`src/rtl/dispatch_unit_if.sv`:
```
// Shared payload type and the rename/RS-facing bundle of the dispatch unit.
// The dispatch unit takes the slave side; rename, the RSs and the ROB drive the master side.
package dispatch_unit_pkg;
  typedef struct packed {
    logic [6:0]  prd;
    logic [6:0]  pr1;
    logic [6:0]  pr2;
    logic        pr1_ready;
    logic        pr2_ready;
    logic [31:0] imm;
    logic [3:0]  rob_index;
    logic [6:0]  opcode;
    logic [2:0]  func3;
    logic [6:0]  func7;
  } dispatch_pipeline_data;
endpackage

interface dispatch_unit_if;
  import dispatch_unit_pkg::*;

  logic        valid_in;
  logic        ready_in;
  logic [6:0]  in_prd;
  logic [6:0]  in_pr1;
  logic [6:0]  in_pr2;
  logic        in_has_rd;
  logic        in_uses_rs1;
  logic        in_uses_rs2;
  logic [31:0] in_imm;
  logic [6:0]  in_opcode;
  logic [2:0]  in_func3;
  logic [6:0]  in_func7;
  logic        rob_ready;
  logic        rob_alloc;
  logic [3:0]  rob_flush_tail;
  logic        alu_valid;
  logic        alu_ready;
  logic        br_valid;
  logic        br_ready;
  logic        mem_valid;
  logic        mem_ready;
  dispatch_pipeline_data dispatch_out;
  logic [6:0]  reg1_rdy;
  logic [6:0]  reg2_rdy;
  logic [6:0]  reg3_rdy;
  logic        reg1_rdy_valid;
  logic        reg2_rdy_valid;
  logic        reg3_rdy_valid;
  logic        flush;

  modport slave (
    input  valid_in, in_prd, in_pr1, in_pr2, in_has_rd, in_uses_rs1, in_uses_rs2,
           in_imm, in_opcode, in_func3, in_func7, rob_ready, rob_flush_tail,
           alu_ready, br_ready, mem_ready, reg1_rdy, reg2_rdy, reg3_rdy,
           reg1_rdy_valid, reg2_rdy_valid, reg3_rdy_valid, flush,
    output ready_in, rob_alloc, alu_valid, br_valid, mem_valid, dispatch_out
  );

  modport master (
    output valid_in, in_prd, in_pr1, in_pr2, in_has_rd, in_uses_rs1, in_uses_rs2,
           in_imm, in_opcode, in_func3, in_func7, rob_ready, rob_flush_tail,
           alu_ready, br_ready, mem_ready, reg1_rdy, reg2_rdy, reg3_rdy,
           reg1_rdy_valid, reg2_rdy_valid, reg3_rdy_valid, flush,
    input  ready_in, rob_alloc, alu_valid, br_valid, mem_valid, dispatch_out
  );
endinterface

```
`src/rtl/dispatch_unit.sv`:
```
// In-order dispatch: small instruction FIFO, ROB tail allocation, physical-register
// ready table with CDB bypass, and opcode routing to the ALU/branch/memory RSs.
module dispatch_unit
  import dispatch_unit_pkg::*;
#(
  parameter int PREGS      = 128,
  parameter int ROB_DEPTH  = 16,
  parameter int FIFO_DEPTH = 2
) (
  input  logic           clk,
  input  logic           reset,
  dispatch_unit_if.slave disp
);

  localparam int PW = $clog2(PREGS);
  localparam int RW = $clog2(ROB_DEPTH);
  localparam int FW = (FIFO_DEPTH > 1) ? $clog2(FIFO_DEPTH) : 1;
  localparam int CW = $clog2(FIFO_DEPTH + 1);

  typedef struct packed {
    logic [PW-1:0] prd;
    logic [PW-1:0] pr1;
    logic [PW-1:0] pr2;
    logic          has_rd;
    logic          uses_rs1;
    logic          uses_rs2;
    logic [31:0]   imm;
    logic [6:0]    opcode;
    logic [2:0]    func3;
    logic [6:0]    func7;
  } entry_t;

  entry_t        fifo_q [FIFO_DEPTH];
  entry_t        head;
  entry_t        entry_in;
  logic [FW-1:0] head_q, head_d, tail_q, tail_d;
  logic [CW-1:0] count_q, count_d;
  logic [RW-1:0] rob_tail_q, rob_tail_d;
  logic [PREGS-1:0] rdy_q, rdy_d;
  logic          ready_in_q;

  logic          nonempty, can_go, enq, fire;
  logic          is_mem, is_br;
  logic [PW-1:0] bc_reg [3];
  logic [2:0]    bc_vld;
  logic [2:0]    hit1, hit2;
  logic          pr1_ready, pr2_ready;
  dispatch_pipeline_data out_d;

  function automatic logic [FW-1:0] ptr_inc(input logic [FW-1:0] p);
    return (p == FW'(FIFO_DEPTH - 1)) ? '0 : p + FW'(1);
  endfunction

  assign entry_in = '{
    prd:      disp.in_prd,
    pr1:      disp.in_pr1,
    pr2:      disp.in_pr2,
    has_rd:   disp.in_has_rd,
    uses_rs1: disp.in_uses_rs1,
    uses_rs2: disp.in_uses_rs2,
    imm:      disp.in_imm,
    opcode:   disp.in_opcode,
    func3:    disp.in_func3,
    func7:    disp.in_func7
  };

  assign head     = fifo_q[head_q];
  assign nonempty = (count_q != '0);
  assign enq      = disp.valid_in && ready_in_q && !disp.flush;

  assign is_mem = (head.opcode == 7'h03) || (head.opcode == 7'h23);
  assign is_br  = (head.opcode == 7'h63) || (head.opcode == 7'h6F) || (head.opcode == 7'h67);

  // Flush and reset both gate dispatch so nothing fires in a squashed cycle.
  assign can_go         = reset && nonempty && disp.rob_ready && !disp.flush;
  assign disp.mem_valid = can_go && is_mem;
  assign disp.br_valid  = can_go && is_br;
  assign disp.alu_valid = can_go && !is_mem && !is_br;
  assign fire = (disp.mem_valid && disp.mem_ready) ||
                (disp.br_valid  && disp.br_ready)  ||
                (disp.alu_valid && disp.alu_ready);
  assign disp.rob_alloc = fire;
  assign disp.ready_in  = reset && ready_in_q;

  assign bc_reg[0] = disp.reg1_rdy;
  assign bc_reg[1] = disp.reg2_rdy;
  assign bc_reg[2] = disp.reg3_rdy;
  assign bc_vld    = {disp.reg3_rdy_valid, disp.reg2_rdy_valid, disp.reg1_rdy_valid};

  for (genvar gi = 0; gi < 3; gi++) begin : g_bypass
    assign hit1[gi] = bc_vld[gi] && (bc_reg[gi] == head.pr1);
    assign hit2[gi] = bc_vld[gi] && (bc_reg[gi] == head.pr2);
  end

  assign pr1_ready = !head.uses_rs1 || (head.pr1 == '0) || rdy_q[head.pr1] || (|hit1);
  assign pr2_ready = !head.uses_rs2 || (head.pr2 == '0) || rdy_q[head.pr2] || (|hit2);

  always_comb begin
    out_d = '0;
    if (reset && nonempty) begin
      out_d.prd       = head.prd;
      out_d.pr1       = head.pr1;
      out_d.pr2       = head.pr2;
      out_d.pr1_ready = pr1_ready;
      out_d.pr2_ready = pr2_ready;
      out_d.imm       = head.imm;
      out_d.rob_index = rob_tail_q;
      out_d.opcode    = head.opcode;
      out_d.func3     = head.func3;
      out_d.func7     = head.func7;
    end
  end
  assign disp.dispatch_out = out_d;

  // Broadcast sets go first so a same-edge dispatch clear of that register wins.
  always_comb begin
    rdy_d = rdy_q;
    for (int i = 0; i < 3; i++) begin
      if (bc_vld[i]) rdy_d[bc_reg[i]] = 1'b1;
    end
    if (fire && head.has_rd && (head.prd != '0)) rdy_d[head.prd] = 1'b0;
    rdy_d[0] = 1'b1;
  end

  always_comb begin
    count_d    = count_q;
    head_d     = head_q;
    tail_d     = tail_q;
    rob_tail_d = rob_tail_q;
    if (disp.flush) begin
      count_d    = '0;
      head_d     = '0;
      tail_d     = '0;
      rob_tail_d = disp.rob_flush_tail;
    end else begin
      if (fire) begin
        head_d     = ptr_inc(head_q);
        rob_tail_d = (rob_tail_q == RW'(ROB_DEPTH - 1)) ? '0 : rob_tail_q + RW'(1);
      end
      if (enq) tail_d = ptr_inc(tail_q);
      case ({enq, fire})
        2'b10:   count_d = count_q + CW'(1);
        2'b01:   count_d = count_q - CW'(1);
        default: count_d = count_q;
      endcase
    end
  end

  always_ff @(posedge clk) begin
    if (!reset) begin
      count_q    <= '0;
      head_q     <= '0;
      tail_q     <= '0;
      rob_tail_q <= '0;
      rdy_q      <= '1;
      ready_in_q <= 1'b0;
    end else begin
      count_q    <= count_d;
      head_q     <= head_d;
      tail_q     <= tail_d;
      rob_tail_q <= rob_tail_d;
      rdy_q      <= rdy_d;
      ready_in_q <= (count_d < CW'(FIFO_DEPTH));
    end
  end

  always_ff @(posedge clk) begin
    if (enq) fifo_q[tail_q] <= entry_in;
  end

endmodule

```
`src/flat_wrapper.sv`:
```
// flat-port wrapper written by rule: the top's interface ports become plain ports
module dispatch_unit_flat import dispatch_unit_pkg::*;
#(
  parameter int PREGS      = 128,
  parameter int ROB_DEPTH  = 16,
  parameter int FIFO_DEPTH = 2
)
  (clk, reset, disp_valid_in, disp_in_prd, disp_in_pr1, disp_in_pr2, disp_in_has_rd, disp_in_uses_rs1, disp_in_uses_rs2, disp_in_imm, disp_in_opcode, disp_in_func3, disp_in_func7, disp_rob_ready, disp_rob_flush_tail, disp_alu_ready, disp_br_ready, disp_mem_ready, disp_reg1_rdy, disp_reg2_rdy, disp_reg3_rdy, disp_reg1_rdy_valid, disp_reg2_rdy_valid, disp_reg3_rdy_valid, disp_flush, disp_ready_in, disp_rob_alloc, disp_alu_valid, disp_br_valid, disp_mem_valid, disp_dispatch_out);
  dispatch_unit_if disp_i ();
  input  logic clk;
  input  logic reset;
  input wire logic [$bits(disp_i.valid_in)-1:0] disp_valid_in;
  input wire logic [$bits(disp_i.in_prd)-1:0] disp_in_prd;
  input wire logic [$bits(disp_i.in_pr1)-1:0] disp_in_pr1;
  input wire logic [$bits(disp_i.in_pr2)-1:0] disp_in_pr2;
  input wire logic [$bits(disp_i.in_has_rd)-1:0] disp_in_has_rd;
  input wire logic [$bits(disp_i.in_uses_rs1)-1:0] disp_in_uses_rs1;
  input wire logic [$bits(disp_i.in_uses_rs2)-1:0] disp_in_uses_rs2;
  input wire logic [$bits(disp_i.in_imm)-1:0] disp_in_imm;
  input wire logic [$bits(disp_i.in_opcode)-1:0] disp_in_opcode;
  input wire logic [$bits(disp_i.in_func3)-1:0] disp_in_func3;
  input wire logic [$bits(disp_i.in_func7)-1:0] disp_in_func7;
  input wire logic [$bits(disp_i.rob_ready)-1:0] disp_rob_ready;
  input wire logic [$bits(disp_i.rob_flush_tail)-1:0] disp_rob_flush_tail;
  input wire logic [$bits(disp_i.alu_ready)-1:0] disp_alu_ready;
  input wire logic [$bits(disp_i.br_ready)-1:0] disp_br_ready;
  input wire logic [$bits(disp_i.mem_ready)-1:0] disp_mem_ready;
  input wire logic [$bits(disp_i.reg1_rdy)-1:0] disp_reg1_rdy;
  input wire logic [$bits(disp_i.reg2_rdy)-1:0] disp_reg2_rdy;
  input wire logic [$bits(disp_i.reg3_rdy)-1:0] disp_reg3_rdy;
  input wire logic [$bits(disp_i.reg1_rdy_valid)-1:0] disp_reg1_rdy_valid;
  input wire logic [$bits(disp_i.reg2_rdy_valid)-1:0] disp_reg2_rdy_valid;
  input wire logic [$bits(disp_i.reg3_rdy_valid)-1:0] disp_reg3_rdy_valid;
  input wire logic [$bits(disp_i.flush)-1:0] disp_flush;
  output wire logic [$bits(disp_i.ready_in)-1:0] disp_ready_in;
  output wire logic [$bits(disp_i.rob_alloc)-1:0] disp_rob_alloc;
  output wire logic [$bits(disp_i.alu_valid)-1:0] disp_alu_valid;
  output wire logic [$bits(disp_i.br_valid)-1:0] disp_br_valid;
  output wire logic [$bits(disp_i.mem_valid)-1:0] disp_mem_valid;
  output wire logic [$bits(disp_i.dispatch_out)-1:0] disp_dispatch_out;
  assign disp_i.valid_in = disp_valid_in;
  assign disp_i.in_prd = disp_in_prd;
  assign disp_i.in_pr1 = disp_in_pr1;
  assign disp_i.in_pr2 = disp_in_pr2;
  assign disp_i.in_has_rd = disp_in_has_rd;
  assign disp_i.in_uses_rs1 = disp_in_uses_rs1;
  assign disp_i.in_uses_rs2 = disp_in_uses_rs2;
  assign disp_i.in_imm = disp_in_imm;
  assign disp_i.in_opcode = disp_in_opcode;
  assign disp_i.in_func3 = disp_in_func3;
  assign disp_i.in_func7 = disp_in_func7;
  assign disp_i.rob_ready = disp_rob_ready;
  assign disp_i.rob_flush_tail = disp_rob_flush_tail;
  assign disp_i.alu_ready = disp_alu_ready;
  assign disp_i.br_ready = disp_br_ready;
  assign disp_i.mem_ready = disp_mem_ready;
  assign disp_i.reg1_rdy = disp_reg1_rdy;
  assign disp_i.reg2_rdy = disp_reg2_rdy;
  assign disp_i.reg3_rdy = disp_reg3_rdy;
  assign disp_i.reg1_rdy_valid = disp_reg1_rdy_valid;
  assign disp_i.reg2_rdy_valid = disp_reg2_rdy_valid;
  assign disp_i.reg3_rdy_valid = disp_reg3_rdy_valid;
  assign disp_i.flush = disp_flush;
  assign disp_ready_in = disp_i.ready_in;
  assign disp_rob_alloc = disp_i.rob_alloc;
  assign disp_alu_valid = disp_i.alu_valid;
  assign disp_br_valid = disp_i.br_valid;
  assign disp_mem_valid = disp_i.mem_valid;
  assign disp_dispatch_out = disp_i.dispatch_out;
  dispatch_unit #(.PREGS(PREGS), .ROB_DEPTH(ROB_DEPTH), .FIFO_DEPTH(FIFO_DEPTH)) u_core (.clk(clk), .reset(reset), .disp(disp_i));
endmodule
```
`config.mk`:
```
export PLATFORM = sky130hd
export DESIGN_NAME = dispatch_unit_flat
export DESIGN_NICKNAME = d
export VERILOG_FILES = /design/src/rtl/dispatch_unit_if.sv /design/src/rtl/dispatch_unit.sv /design/src/flat_wrapper.sv
export SDC_FILE = /design/constraint.sdc
export NUM_CORES = 1
export LEC_CHECK = 0
export BUFFER_PORTS_ARGS = -buffer_cell sky130_fd_sc_hd__buf_2
export CAP_MARGIN = 40
export CORE_MARGIN = 8
export CORE_UTILIZATION = 54
export DETAILED_ROUTE_END_ITERATION = 10
export PLACE_DENSITY = 0.83
export RECOVER_POWER = 25
export SYNTH_ARGS = -nofsm -noshare
export SYNTH_HDL_FRONTEND = slang
export SYNTH_SLANG_ARGS = --single-unit
```
`constraint.sdc`:
```
create_clock -name clk -period 5.78 [get_ports clk]
set_input_delay 1.734 -clock clk [delete_from_list [all_inputs] [get_ports clk]]
set_output_delay 1.734 -clock clk [all_outputs]
set_load 0.02 [all_outputs]
```
==> impl_metrics.ini <==
[floorplan]
fp.dieH_um = 188
design.core.area_mm2 = 0.0293
ioPinCount = 190
row_count = 63
die_x_um = 188
die_area_mm2 = 0.0352
start_util_pct = 54.3

[yosys]
ys.flop_type = edfxtp_1
yosysSeqAreaShare_pct = 44.8
synthTopCellsByCount = nand2_1 (465), nor2_1 (248), edfxtp_1 (146)
async_flop_share_pct = 0
ys_top_cells_by_area = edfxtp_1 (28%), dfxtp_1 (17%), nand2_1 (11%)
yosys.area.top_type = edfxtp_1
yosysMostFrequentCell = nand2_1
synth-seq-cells = 283
synth_edf_count = 146
postSynthAreaPerCell_um2 = 8.52
synth_area_mm2 = 0.0159
yosysTopAreaCellShare_pct = 27.5
syn_nets = 1979
synth.distinct_cells = 63
yosys_warnings = 0
synth_cells = 1868

[critical_path]
cp_slowest_stage_delay_ps = 670
cp_max_fo = 18
cp.required_ps = 4050
crit_slowest_cell = mux2i_4
path_depth = 9
cpLargestDelayFamily = compound AO/OA/AOI/OAI gates
worstSetupStartpointType = flop
r2r_cells = 9
crit_path_cell_trace = mux2i_4 > buf_4 > a211oi_1 > a311oi_1 > o31ai_1 > o31a_1 > o22a_1 > o21ai_1 > buf_2
worst-path-buf-inv = 2
cp.arrival_ps = 3960
cp-end-kind = primary output
crit_type = flop to primary output

[pwr]
power.total_mw = 4.70
p_leak_nw = 6.60
power.density_mw_per_mm2 = 252
ir_worst_vdd_uv = 283

[hold_path]
hold_path_depth = 2
hold_class = flop to flop

[final_layout]
utilization_pct = 63.6
fillCellCount = 2423
layout.cells.non_filler = 2441
drive_gt1_share_pct = 15.6
area_delta_synth_final_pct = 17.1
stdcell_area_mm2 = 0.0187
fin_nets = 2137

[drt]
drt-initial-drc-count = 3084
detail-route-antenna-nets = 0
drc_errors = 0
wirelength_mm = 66.1
vias_per_cell = 6.98
wl_per_cell_um = 27.1
first_pass_iters = 7
num_vias = 17000

[clock_network]
clk_latency_ps = 590
cts_tree = built
clock-sinks = 283
cts_htree_levels = 1
cts_made_buffers = 31
clkTransAtPathRegs_ps = 60
clock_path_buffers = 3
cts-root-buf = clkbuf_16

[sta]
fmaxAchievable_ghz = 0.176
max_slew_margin_pct = 27.6
tns_ps = 0
timing.final.crit_share_pct = 98.5
worstMarginPinSlew_ps = 1080
setup_viol = 0
grt_setup_unrepaired = no
skew_ps = 37.3
drv_slew = 0
hold_violations = 0
finalCriticalPeriod_ps = 5690

[global_routing]
grt.total_usage_pct = 35.7
grt_max_degree = 84
antenna_found_initial = 3
grt_pass1_wl_mm = 98.1
grt_remaining_overflow = 0
grt_pass1_vias = 16500

[placement]
numPortBuffers = 189
place_area_mm2 = 0.0176
gp_routability_congestion = 1.09
dp.cells = 2382
dpl.hpwl_mm = 43.7

[run]
drv_cap = 0

[outcome]
outcome = finished clean
per-layer routing:
metal,routed length [um],vias up,track usage [%]
met5,23,-,0
li1,-,7094,-
met3,11200,448,14.9
met1,22600,7871,43.5
met2,27000,1609,51.8
met4,5270,4,22.2
what timing repair did:
item	in CTS	in global routing
hold endpoints to repair	0	0
gates resized for setup	0	4
endpoints found under the setup margin	0	2
hold buffers	0	0
setup buffers	0	0
cell usage in the layout (no fill, tap or decap), drive strengths merged, types with 16 or more instances in the layout:
cell type / netlist / final
a211oi: 16 / 16
and2: 16 / 16
buf: 36 / 232
clkbuf: 97 / 58
dfxtp: 137 / 137
edfxtp: 146 / 146
mux2i: 87 / 87
nand2: 465 / 465
nand3: 91 / 91
nand4: 27 / 27
nor2: 248 / 248
nor2b: 23 / 23
o21ai: 109 / 109
o22ai: 36 / 36
o32ai: 126 / 126
xnor2: 31 / 31
xor2: 17 / 17
stage by stage:
step / setup slack, ps / hold slack [ps]
after floorplan: 50.4 / 469
after global placement: 647 / 492
after detailed placement: 609 / 499
after CTS: 290 / 514
after global routing: 86.7 / 539
final: 87.9 / 513
kinds of logic after synthesis:
group / share of synthesized area, %
xor gates and xnor gates: 2.64
adders and majority gates: 0.157
muxes: 7.92
AOI/OAI and AO/OA: 16.5
buffers and inverters: 3.65
and+or+nand+nor: 24.4
DFF: 44.8
flip-flops by register name, summed over array words and instances, names as in the netlist, named ones only:
signal / count
u_core.tail_q: 1
u_core.rdy_q: 127
u_core.rob_tail_q: 4
u_core.ready_in_q: 1
u_core.count_q: 2
u_core.head_q: 1
u_core.fifo_q: 146
where the power goes:
group | leakage (nW) | internal, mW | total (mW) | switching [mW]
clock | 0.518 | 1.30 | 2.17 | 0.877
sequential | 2.44 | 2.13 | 2.14 | 0.00943
combinational | 3.64 | 0.113 | 0.387 | 0.274
worst reg2reg max path, stage by stage, from the launching register on:
cell and delay [ps]:
dfxtp_4 560, buf_4 640, nand2b_1 190, o32ai_1 540, nand2_1 420, nor2_1 320
nor3b_4 140, nand2b_1 690, o32ai_1 220, nand2_1 110
final timing paths:
kind                                     startpoint                           endpoint  slack (ps)
setup reg to reg                               flop       u_core.rdy_q[112]$_SDFF_PN1_        1890
setup / recovery                               flop              disp_dispatch_out[53]          90
hold reg to reg   u_core.rob_tail_q[1]$_SDFFE_PN0P_  u_core.rob_tail_q[1]$_SDFFE_PN0P_         510
hold / removal    u_core.rob_tail_q[1]$_SDFFE_PN0P_  u_core.rob_tail_q[1]$_SDFFE_PN0P_         510
layout make-up:
class                           instances  area, um^2  area share (%)
Tap cell                              390         488            2.62
Clock inverter                         23         322            1.72
Inverter                                7        26.3           0.141
Multi-Input combinational cell       1445        8300            44.5
Timing Repair Buffer                  258        1600            8.59
Antenna cell                            2        5.00          0.0268
Sequential cell                       283        7130            38.2
Clock buffer                           33         783            4.20
No activity file was read; power rests on OpenSTA's default activity.
